--- config.mk ---
export PLATFORM = sky130hd
export DESIGN_NAME = shift_sequencer
export DESIGN_NICKNAME = d
export VERILOG_FILES = /design/src/rtl/shift_sequencer_pkg.sv /design/src/rtl/shift_sequencer_shifter.sv /design/src/rtl/shift_sequencer.sv
export SDC_FILE = /design/constraint.sdc
export NUM_CORES = 1
export LEC_CHECK = 0
export ABC_AREA = 1
export CAP_MARGIN = 20
export CORE_MARGIN = 2
export CORE_UTILIZATION = 32
export CTS_CLUSTER_SIZE = 28
export DETAILED_ROUTE_END_ITERATION = 8
export DONT_BUFFER_PORTS = 1
export PLACE_DENSITY = 0.53
export SETUP_SLACK_MARGIN = 0.3
export SYNTH_ARGS = -nofsm -noshare
export SYNTH_HDL_FRONTEND = slang
export SYNTH_SLANG_ARGS = --single-unit
--- constraint.sdc ---
create_clock -name clk -period 2 [get_ports clk]
set_input_delay 0.3 -clock clk [delete_from_list [all_inputs] [get_ports clk]]
set_output_delay 0.3 -clock clk [all_outputs]
set_load 0.1 [all_outputs]
--- src/rtl/shift_sequencer_pkg.sv ---
// Shared definitions for the multi-cycle shift sequencer: shifter op codes and FSM states.
package shift_sequencer_pkg;

    localparam logic [1:0] SH_PASS = 2'b00;
    localparam logic [1:0] SH_LSL  = 2'b01;
    localparam logic [1:0] SH_LSR  = 2'b10;
    localparam logic [1:0] SH_ASR  = 2'b11;

    typedef enum logic [1:0] {
        IDLE  = 2'd0,
        SHIFT = 2'd1,
        DONE  = 2'd2
    } state_t;

endpackage

--- src/rtl/shift_sequencer_shifter.sv ---
// Existing 1-bit shifter: pass, logical left/right or arithmetic right by one position.
module shifter
    import shift_sequencer_pkg::*;
(
    input  logic [15:0] in,
    input  logic [1:0]  shift,
    output logic [15:0] sout
);

    always_comb begin
        sout = in;
        case (shift)
            SH_LSL:  sout = {in[14:0], 1'b0};
            SH_LSR:  sout = {1'b0, in[15:1]};
            SH_ASR:  sout = {in[15], in[15:1]};
            default: sout = in;
        endcase
    end

endmodule

--- src/rtl/shift_sequencer.sv ---
// Multi-cycle shift controller: accepts {operand, op, amount}, iterates the 1-bit
// shifter once per clock, and returns the result plus the last bit shifted out.
module shift_sequencer
    import shift_sequencer_pkg::*;
#(
    parameter int unsigned AMT_W = 4
) (
    input  logic             clk,
    input  logic             reset,
    input  logic             in_valid,
    output logic             in_ready,
    input  logic [15:0]      in_data,
    input  logic [1:0]       in_shift,
    input  logic [AMT_W-1:0] in_amount,
    output logic             out_valid,
    input  logic             out_ready,
    output logic [15:0]      out_data,
    output logic             out_carry,
    output logic             busy
);

    state_t             state, state_next;
    logic [15:0]        acc, acc_next;
    logic [1:0]         op, op_next;
    logic [AMT_W-1:0]   cnt, cnt_next;
    logic               carry, carry_next;
    logic [15:0]        sout;

    shifter u_shifter (
        .in    (acc),
        .shift (op),
        .sout  (sout)
    );

    always_ff @(posedge clk or posedge reset) begin
        if (reset) begin
            state     <= IDLE;
            acc       <= '0;
            op        <= SH_PASS;
            cnt       <= '0;
            carry     <= 1'b0;
            out_data  <= '0;
            out_carry <= 1'b0;
        end else begin
            state <= state_next;
            acc   <= acc_next;
            op    <= op_next;
            cnt   <= cnt_next;
            carry <= carry_next;
            // Result registers load only on entry to DONE so they hold through IDLE and SHIFT
            if (state_next == DONE && state != DONE) begin
                out_data  <= acc_next;
                out_carry <= carry_next;
            end
        end
    end

    always_comb begin
        state_next = state;
        acc_next   = acc;
        op_next    = op;
        cnt_next   = cnt;
        carry_next = carry;
        in_ready   = 1'b0;
        out_valid  = 1'b0;
        busy       = 1'b0;
        case (state)
            IDLE: begin
                in_ready = 1'b1;
                if (in_valid) begin
                    acc_next   = in_data;
                    op_next    = in_shift;
                    cnt_next   = in_amount;
                    carry_next = 1'b0;
                    if (in_amount == '0 || in_shift == SH_PASS)
                        state_next = DONE;
                    else
                        state_next = SHIFT;
                end
            end
            SHIFT: begin
                busy       = 1'b1;
                acc_next   = sout;
                cnt_next   = cnt - 1'b1;
                carry_next = (op == SH_LSL) ? acc[15] : acc[0];
                if (cnt == AMT_W'(1))
                    state_next = DONE;
            end
            DONE: begin
                busy      = 1'b1;
                out_valid = 1'b1;
                if (out_ready)
                    state_next = IDLE;
            end
            default: state_next = IDLE;
        endcase
    end

endmodule

# Yosys cells after proc, flatten, opt, wreduce, memory -nomap -nowiden
# Index checks and enable logic that the tools add are counted.
[totals] wordCells=42 inputBits=26 regBits=42 output_inout_bits=20
[op_classes] n_eq_ne=9 muxes=16 addsub=1 n_reduce_logical=9
[ops] cell="$pmux 16 s3" n=1
[ops] cell="$pmux 16 s2" n=1
[ops] cell="$mux 16" n=1
[ops] cell="$eq 2x2->1 const B" n=4
[ops] cell="$mux 2" n=4
[ops] cell="$pmux 4 s2" n=1
[ops] cell="$pmux 2 s3" n=1
[ops] cell="$mux 1" n=5
[ops] cell="$eq 2x1->1 const B" n=2
[ops] cell="$eq 4x1->1 const B" n=1
[ops] cell="$logic_not 2->1" n=2
[ops] cell="$logic_not 4->1" n=1
[ops] cell="$mux 4" n=1
[ops] cell="$ne 2x2->1 const B" n=2
[ops] cell="$reduce_and 2->1" n=2
[ops] cell="$sub 4x1->4 const B" n=1
[ops] cell="$pmux 1 s2" n=1
[ops] cell="$reduce_bool 2->1" n=1
[ops] cell="$reduce_or 2->1" n=1
[ops] cell="$logic_and 1x1->1" n=1
[ops] cell="$logic_or 1x1->1" n=1

# Depth between registers and ports, before layout
# Gate-level depths: netlist of the first run.
[logic_depth] ltp_word=7 mapped_depth=12 ltp_nobuf=11

# Hierarchy
# From an unflattened synthesis of the first run, not the netlist that was laid out.
[hier_totals] cells_unflattened=331 hier_area_um2=2512.4
[modules_own_cells] mod="shift_sequencer" seq_area_each_um2=1051.0 area_each_um2=2149.6 instances=1 cells_per_inst=260
[modules_own_cells] mod="shifter" seq_area_each_um2=0.0 area_each_um2=362.8 instances=1 cells_per_inst=71

# Worst setup path after synthesis of the first run
# Ideal clock, no wire load.
[synth_path] path_kind="register to register" from="register state[0]" to="register out_data[0]" setup_time_ns=0.121 setup_slack_ns=-0.369 arrival_ns=2.248 stages_incl_launch_ff=13 n_path_buf=1 synth_period_minus_slack_ns=2.369 required_ns=1.879 path_cell_list="dfrtp_1 > inv_1 > ha_1 > inv_1 > o21ai_1 > inv_1 > nand2_1 > nand2_1 > nand2_4 > nor2_8 > buf_6 > nand2_1 > nand2_1"
[synth_via] elab_chain_len=4 word_cells_on_any_way=11 classes_between="4 x eq/ne; 5 x mux; 2 x reduce/logical"
[synth_rtl] element="start: declaration" line_no="shift_sequencer.sv:22" text="state_t state, state_next;"
[synth_rtl] element="start signal: assignment" line_no="shift_sequencer.sv:45" text="state <= state_next;"
[synth_rtl] element="$eq 2x2->1, or another cell as far along" line_no="shift_sequencer.sv:67" text="case (state)"
[synth_rtl] element="$pmux 2 s3" line_no="shift_sequencer.sv:67"
[synth_rtl] element="$eq 2x2->1" line_no="shift_sequencer.sv:51" text="if (state_next == DONE && state != DONE) begin"
[synth_rtl] element="$logic_and 1x1->1" line_no="shift_sequencer.sv:51"
[synth_rtl] element="end signal: assignment" line_no="shift_sequencer.sv:52" text="out_data <= acc_next;"
[synth_rtl] element="end: declaration" line_no="shift_sequencer.sv:17" text="output logic [15:0] out_data,"
# Several ways; a longest one is shown, not always the timed one.
# A chain may end at the register's enable or synchronous reset.

# Final worst setup path of the first run
[layout_path] from="register state[1]" to="register out_data[15]"
# The elaborated chain is that of the path after synthesis.

==> reports/metrics.csv, run 1 <==
stage,metric,value,unit
status,status,"complete, no violations",
layout,synthToLayoutAreaGrowth,27.6,%
routing,drt-pass1-iter-count,4,
critical_path,path_max_fanout,6,
timing,skew,0.00769,ns
timing,max_freq,595,MHz
place,gp_congestion,0.876,
global_route,grt_pass1_wl,10.6,mm
critical_path,crit_type,reg -> reg,
place,io_buffers,0,
timing,relSlewSlack,62.9,%
cts,cts_hold_buffers,0,
routing,ant_nets,0,
routing,num_vias,2062,
critical_path,max_stage_delay,0.46,ns
routing,drtIter0Drc,99,
logic_synthesis,synth.cell_area,2340,um^2
timing,finalMaxSlewViolations,0,
die,core_area,7180,um^2
cts,clk_pin_slew,0.08,ns
timing,setup-violations-final,0,
die,die-area,8010,um^2
timing,fin_crit,1.68,ns
cts,cts-htree-levels,2,
die,die_w,89.5,um
logic_synthesis,avgSynthCellArea,7.83,um^2
cts,cts.path.max_buffers,2,
critical_path,path_delay_family,flip-flops,
critical_path,cp_data_required_time,2.23,ns
cts,cts-root-buf,clkbuf_8,
routing,wl_per_cell,14.3,um
worst_hold_path,hp-class,in -> async,
cts,clock_latency,0.29,ns
global_route,grt_start_max_net_pins,43,
critical_path,reg2regPathDepth,11,
job,maxCapViolCount,0,
timing,worst_slew_pin_slew,0.556,ns
critical_path,crit_chain,inv_4 -> ha_4 -> o21a_1 -> nand2_2 -> nand2_2 -> nand3_4 -> buf_12 -> nor2_4 -> buf_6 -> nand2_1 -> nand2_1,
cts,cts_inserted_buffers,5,
logic_synthesis,syn_inst,299,
die,pin_count,46,
timing,hold_viol,0,
routing,wl,6.30,mm
routing,routed_via_density,4.69,
timing,period_share,84.0,%
layout,fin_nets,372,
critical_path,cp-start-kind,register,
critical_path,cp-end-kind,register,
layout,diodes,0,
layout,layout_commonest_cell,nand2_1,
critical_path,slowest_stage,dfrtp_2,
timing,hold-worst-slack,0.0279,ns
critical_path,worst-path-buf-inv,3,
logic_synthesis,syn_nets,331,
die,die_h,89.5,um
global_route,grt_pass1_vias,2052,
cts,cts.sinks,42,
layout,nFillCells,751,
logic_synthesis,synth-warning-count,0,
place,hpwlAfterDp,4.16,mm
logic_synthesis,synth_cell_types,24,
place,pre_cts_ws,-0.0424,ns
global_route,track_usage,17.6,%
layout,layout_common_cells,"nand2_1, dfrtp_1, buf_4, inv_1",
routing,drc,0,
critical_path,worst-path-stages,11,
logic_synthesis,ys_seq_area_share,44.9,%
critical_path,cp.arrival,1.91,ns
timing,rsz0062_at_grt,yes,
global_route,antenna_found_initial,0,
die,initial_utilization,32.6,%
die,placement_rows,31,
global_route,grt_overflow,0,
logic_synthesis,ys_ff_latch,42,
cts,cts_tree,built,
layout,drive_gt1_share,24.3,%
timing,setup_slack,0.319,ns
worst reg2reg max path, stage by stage, from the launching register on:
cell,delay [ns]
dfrtp_2,0.46
inv_4,0.10
ha_4,0.17
o21a_1,0.14
nand2_2,0.06
nand2_2,0.08
nand3_4,0.08
buf_12,0.15
nor2_4,0.13
buf_6,0.14
nand2_1,0.05
nand2_1,0.05
area by class of cell:
cell class                 count  area (um^2)  share of cell area [%]
timing repair buffer          43          359                    12.0
tap                           99          124                    4.15
inverter                      45          176                    5.91
sequential                    42         1050                    35.3
clock buffer                   7         86.3                    2.89
clock inverter                 1         5.00                   0.168
multi-input combinational    203         1180                    39.6
metal layers:
layer	track usage [%]	share of wire [%]	up-vias
met5	0	0	-
met4	5.29	1.4	0
met3	4.62	5.2	6
met2	29.4	50	39
met1	22.3	43	968
li1	-	-	1049
registers in the layout (all words and copies together), names as in the netlist:
signal and flops:
cnt 4, out_carry 1, out_data 16, acc 16
state 2, op 2, carry 1
worst paths after layout:
kind                       slack, ns                  endpoint                from
setup / recovery                0.32  out_data[15]$_DFFE_PP0P_  state[1]$_DFF_PP0_
hold / removal                  0.03   out_data[5]$_DFFE_PP0P_               reset
setup reg to reg                0.32  out_data[15]$_DFFE_PP0P_  state[1]$_DFF_PP0_
hold reg to reg                 0.53          acc[9]$_DFF_PP0_    acc[9]$_DFF_PP0_
max in group asynchronous       1.57        state[1]$_DFF_PP0_               reset
min in group clk                0.12         op[0]$_DFFE_PP0P_         in_shift[0]
logic make-up after synthesis:
group | synth area share (%)
XOR/XNOR | 0.749
flip-flops | 44.9
buffers and inverters | 9.73
AND/OR/NAND/NOR | 21.7
adder cells (fa/ha/maj) | 3.21
AO/OA/AOI/OAI | 19.7
repair_timing:
item	in CTS	in global routing
hold endpoints to repair	0	0
buffers inserted	7	6
gates cloned	2	0
gates resized for setup	8	21
pin swaps	3	16
setup endpoints to repair	31	20
through the flow:
step	setup TNS [ns]	instances	utilization [%]	cell area, um^2
finish	0	440	41.6	2990
floorplan	0	299	-	2370
global placement	0	417	37.0	2660
global route	0	440	41.6	2990
detailed placement	-0.223	417	37.0	2660
CTS	0	434	40.0	2870
synth_stat cells:
cell type	number	area (um^2)
nand2_1	95	357
dfrtp_1	42	1050
inv_1	42	158
o211ai_1	17	128
o21bai_1	17	128
a21oi_1	16	80.1
o21ai_0	16	80.1
nand3_1	14	70.1
buf_2	8	40.0
nor2_1	7	26.3
ha_1	6	75.1
a22oi_1	2	15.0
clkbuf_1	2	7.51
inv_2	2	7.51
o21ai_1	2	10.0
o22ai_1	2	12.5
xor2_1	2	17.5
buf_6	1	11.3
clkinv_1	1	3.75
nand2_2	1	6.26
nand2_4	1	11.3
nand3_4	1	17.5
nor2_8	1	20.0
o21a_1	1	7.51
Power of run 1 is left out: the tool's default activity adds up to more than one toggle a clock period on the data nets, which glitch-free logic cannot reach.
==> inputs of run 2 (changes only) <==
clock period = 1.7 ns   (was 2 ns; I/O delays follow)
==> reports/metrics.csv, run 2 (synthesis gave the netlist of run 1 again) <==
stage,metric,value,unit
layout,final_util,43.2,%
timing,skew,0.0135,ns
cts,cts.path.max_buffers,2,
critical_path,slowest_stage,dfrtp_2,
place,dp.cells,426,
layout,final_cells,446,
timing,max_freq,608,MHz
cts,clock_latency,0.31,ns
cts,cts_inserted_buffers,5,
critical_path,max_stage_delay,0.46,ns
place,gp_congestion,0.830,
timing,rsz0062_at_grt,yes,
cts,cts.sinks,42,
routing,wl,6.33,mm
timing,worst_slew_pin_slew,0.542,ns
critical_path,cp.arrival,1.86,ns
timing,hold_viol,0,
critical_path,cp-start-kind,register,
layout,layout_common_cells,"nand2_1, dfrtp_1, inv_1, buf_4",
cts,cts-htree-levels,2,
die,pin_count,46,
critical_path,crit_chain,inv_4 -> ha_4 -> nand3_2 -> nand2_1 -> nand2_2 -> nand2_2 -> nand3_4 -> buf_6 -> o21bai_1 -> nand2_1,
worst_hold_path,hp-class,in -> reg,
layout,seqCellArea,1050,um^2
critical_path,cp-end-kind,register,
layout,layout_commonest_cell,nand2_1,
global_route,track_usage,17.3,%
status,status,"complete, no violations",
routing,drt-pass1-iter-count,4,
layout,multi_input_area,1140,um^2
critical_path,crit_type,reg -> reg,
timing,period_share,96.8,%
global_route,grt_pass1_wl,10.5,mm
die,die_w,89.5,um
routing,routed_via_density,4.67,
critical_path,path_max_fanout,10,
routing,drtIter0Drc,83,
routing,drc,0,
layout,synthToLayoutAreaGrowth,32.5,%
layout,diodes,0,
timing,setup-violations-final,0,
global_route,grt_start_max_net_pins,43,
layout,fin_nets,378,
cts,clk_pin_slew,0.10,ns
critical_path,worst-path-buf-inv,2,
timing,hold-worst-slack,0.0717,ns
die,placement_rows,31,
routing,wl_per_cell,14.2,um
place,hpwlAfterDp,4.31,mm
job,maxCapViolCount,0,
layout,drive_gt1_share,23.9,%
die,die-area,8010,um^2
timing,finalMaxSlewViolations,0,
die,core_area,7180,um^2
timing,fin_crit,1.65,ns
die,initial_utilization,32.6,%
global_route,grt_overflow,0,
critical_path,path_delay_family,simple AND/OR/NAND/NOR gates,
layout,biggestRegsByFlops,"acc (16), out_data (16), cnt (4)",
global_route,antenna_found_initial,0,
routing,num_vias,2082,
critical_path,cp_data_required_time,1.91,ns
timing,relSlewSlack,63.9,%
die,die_h,89.5,um
routing,ant_nets,0,
cts,cts-root-buf,clkbuf_8,
cts,cts_tree,built,
place,io_buffers,0,
layout,nFillCells,726,
global_route,grt_pass1_vias,2150,
run 2: cell count changes in the layout (fill, tap and decap cells not counted), moves of 2 or more:
cell	before	now
buf_4	38	33
buf_6	3	13
bufinv_16	0	2
clkinv_4	0	2
inv_4	3	1
nand2_1	82	91
nand2_2	12	5
nand2_4	3	1
o21ai_0	16	12
o21ai_1	1	4
run 2: worst register-to-register path, delay by kind of cell (launching register included):
| family | cells | cell delay [ns] |
|---|---|---|
| DFF | 1 | 0.46 |
| and+or+nand+nor | 6 | 0.51 |
| adders and majority gates | 1 | 0.16 |
| buffers and inverters | 2 | 0.30 |
| AOI/OAI and AO/OA | 1 | 0.14 |
run 2: layout make-up:
cell class,instances,share of cell area [%]
multi-input combinational,202,36.9
sequential,42,34.0
timing repair buffer,50,14.8
inverter,45,5.85
tap,99,4.00
clock buffer,5,2.22
clock inverter,3,2.22
run 2: final timing paths:
path	from	endpoint	depth (start not counted)	slack [ns]
max reg2reg	state[0]$_DFF_PP0_	out_data[2]$_DFFE_PP0P_	10	0.05
max in group asynchronous	reset	state[1]$_DFF_PP0_	3	0.77
min in group asynchronous	reset	out_data[2]$_DFFE_PP0P_	3	0.52
min	in_shift[0]	op[0]$_DFFE_PP0P_	2	0.07
min reg2reg	acc[7]$_DFF_PP0_	acc[7]$_DFF_PP0_	2	0.53
max	state[0]$_DFF_PP0_	out_data[2]$_DFFE_PP0P_	10	0.05
run 2: routing by layer:
metal | up-vias | wire [um] | GRT usage, %
met5 | - | 0 | 0
met4 | 0 | 59 | 4.07
met3 | 5 | 278 | 4.16
met2 | 38 | 3110 | 29.5
met1 | 984 | 2880 | 22.2
li1 | 1055 | - | -
run 2: per-stage QoR:
step	instance area [um^2]	setup TNS, ns	worst slack, ns
after floorplan	2380	-0.764	-0.0559
after global placement	2730	0	0.0311
after detailed placement	2730	-0.0192	-0.0143
after CTS	2980	0	0.0682
after global routing	3100	-0.0859	-0.0310
final	3100	0	0.0549
run 2: what timing repair did:
item / 4_1_cts / 5_1_grt
setup endpoints to repair: 41 / 43
buffers inserted: 3 / 5
hold endpoints to repair: 14 / 0
gates cloned: 2 / 1
gates resized for setup: 22 / 23
pin swaps: 4 / 18
hold buffers: 1 / 0
Power of run 2 is left out for the same reason.
==> inputs of run 3 (changes only) <==
clock period = 1.8 ns   (was 1.7 ns; I/O delays follow)
==> reports/metrics.csv, run 3 (synthesis gave the netlist of run 1 again) <==
stage,metric,value,unit
timing,skew,0.00322,ns
critical_path,max_stage_delay,0.44,ns
layout,multi_input_area,1130,um^2
worst_hold_path,min-delay-start,in_shift[0],
critical_path,cp_data_required_time,1.99,ns
worst_hold_path,holdPathStages,2,
critical_path,crit_chain,inv_2 -> ha_4 -> nand3_1 -> nand2_1 -> nand2_2 -> nand2_2 -> nand3_4 -> buf_6 -> o21bai_1 -> nand2_1,
timing,rsz0062_at_grt,yes,
critical_path,cp-end-kind,register,
critical_path,slowest_stage,dfrtp_2,
cts,cts.path.max_buffers,2,
critical_path,cp-start-kind,register,
cts,clk_pin_slew,0.08,ns
die,die-area,8010,um^2
die,core_area,7180,um^2
layout,diodes,0,
timing,relSlewSlack,74.2,%
cts,cts_inserted_buffers,5,
die,die_w,89.5,um
place,io_buffers,0,
place,gp_congestion,0.827,
routing,ant_nets,0,
routing,routed_via_density,4.69,
die,placement_rows,31,
layout,seqCellArea,1050,um^2
cts,cts-htree-levels,2,
layout,layout_common_cells,"nand2_1, dfrtp_1, buf_4, inv_1",
global_route,grt_pass1_vias,2129,
job,maxCapViolCount,0,
worst_hold_path,hp-class,in -> reg,
critical_path,path_max_fanout,10,
die,pin_count,46,
layout,drive_gt1_share,22.6,%
cts,clock_latency,0.30,ns
routing,drtIter0Drc,106,
global_route,antenna_found_initial,0,
place,hpwlAfterDp,4.43,mm
critical_path,reg2regPathDepth,10,
routing,wl,6.18,mm
routing,num_vias,2082,
critical_path,worst-path-buf-inv,2,
cts,cts.sinks,42,
timing,period_share,90.6,%
die,initial_utilization,32.6,%
layout,biggestRegsByFlops,"acc (16), out_data (16), cnt (4)",
timing,worst_slew_pin_slew,0.387,ns
timing,final.setup.tns,0,ns
critical_path,path_delay_family,simple AND/OR/NAND/NOR gates,
global_route,grt_pass1_wl,10.2,mm
status,status,"complete, no violations",
timing,setup-violations-final,0,
die,die_h,89.5,um
worst_hold_path,holdPathEnd,op[0]$_DFFE_PP0P_,
timing,finalMaxSlewViolations,0,
routing,drt-pass1-iter-count,4,
critical_path,regToRegSetupSlack,0.17,ns
critical_path,r2r_start,state[0]$_DFF_PP0_,
cts,cts-root-buf,clkbuf_8,
critical_path,crit_type,reg -> reg,
critical_path,r2r_end,out_data[15]$_DFFE_PP0P_,
layout,nFillCells,739,
cts,cts_tree,built,
global_route,track_usage,16.7,%
routing,wl_per_cell,13.9,um
timing,hold_viol,0,
routing,drc,0,
layout,layout_commonest_cell,nand2_1,
global_route,grt_start_max_net_pins,30,
layout,fin_nets,377,
global_route,grt_overflow,0,
layout,synthToLayoutAreaGrowth,28.9,%
timing,max_freq,613,MHz
timing,fin_crit,1.63,ns
critical_path,cp.arrival,1.82,ns
==> run 3: cell types whose count changed in the layout (fill, tap and decap cells not counted), moves of 2 or more <==
cell and delta:
buf_6 -5, buf_4 +5, o21ai_0 +4, clkinv_4 -2, o21ai_1 -3
==> run 3: how the worst max path moves through the flow <==
stage | start | to | slack, ns | cells past startpoint
final | state[0]$_DFF_PP0_ | out_data[15]$_DFFE_PP0P_ | 0.17 | 10
after detailed placement | state[1]$_DFF_PP0_ | out_data[11]$_DFFE_PP0P_ | 0.008 | 9
after floorplan | state[1]$_DFF_PP0_ | out_data[10]$_DFFE_PP0P_ | 0.04 | 10
after CTS | state[1]$_DFF_PP0_ | out_data[4]$_DFFE_PP0P_ | 0.17 | 9
after global routing | state[0]$_DFF_PP0_ | out_data[0]$_DFFE_PP0P_ | 0.03 | 10
after global placement | state[1]$_DFF_PP0_ | out_data[11]$_DFFE_PP0P_ | 0.09 | 9
==> run 3: final cells by class <==
class                   instances  share of cell area, %
clock buffers                   6                   2.74
repair buffers                 49                   14.1
inverters                      45                   5.68
multi-input cells             202                   37.4
flip-flops and latches         42                   34.9
well taps                      99                   4.11
clock inverters                 1                  0.996
==> run 3: per-layer routing <==
| metal | GRT usage [%] | vias to the layer above | part of all wire [%] |
|---|---|---|---|
| met2 | 28.8 | 38 | 50 |
| met1 | 20.4 | 984 | 44 |
| met3 | 3.69 | 10 | 4.6 |
| met5 | 0 | - | 0 |
| met4 | 6.11 | 0 | 1.8 |
| li1 | - | 1050 | - |
==> run 3: worst register-to-register path, delay by kind of cell, from the launching register on <==
family / cells / cell delay [ns]
and+or+nand+nor: 6 / 0.50
DFF: 1 / 0.44
buffers and inverters: 2 / 0.30
adders and majority gates: 1 / 0.16
AOI/OAI and AO/OA: 1 / 0.14
==> run 3: per-stage QoR <==
stage / std cells / hold WS (ns) / setup WS [ns] / area, um^2 / util, %
after floorplan: 299 / 0.380 / 0.0441 / 2370 / -
final: 444 / 0.0781 / 0.169 / 3020 / 42.0
after detailed placement: 423 / 0.269 / 0.00795 / 2700 / 37.6
after global routing: 444 / 0.0904 / 0.0256 / 3020 / 42.0
after CTS: 437 / 0.0786 / 0.170 / 2900 / 40.5
after global placement: 423 / 0.262 / 0.0886 / 2700 / 37.6
==> run 3: what timing repair did <==
action                     in CTS  in global routing
setup endpoints to repair      37                 40
cloned                          1                  0
hold buffers                    1                  0
buffers inserted                5                  7
gates resized for setup        10                 16
hold endpoints to repair       28                  0
pin swaps                      16                  8
Power of run 3 is left out for the same reason.
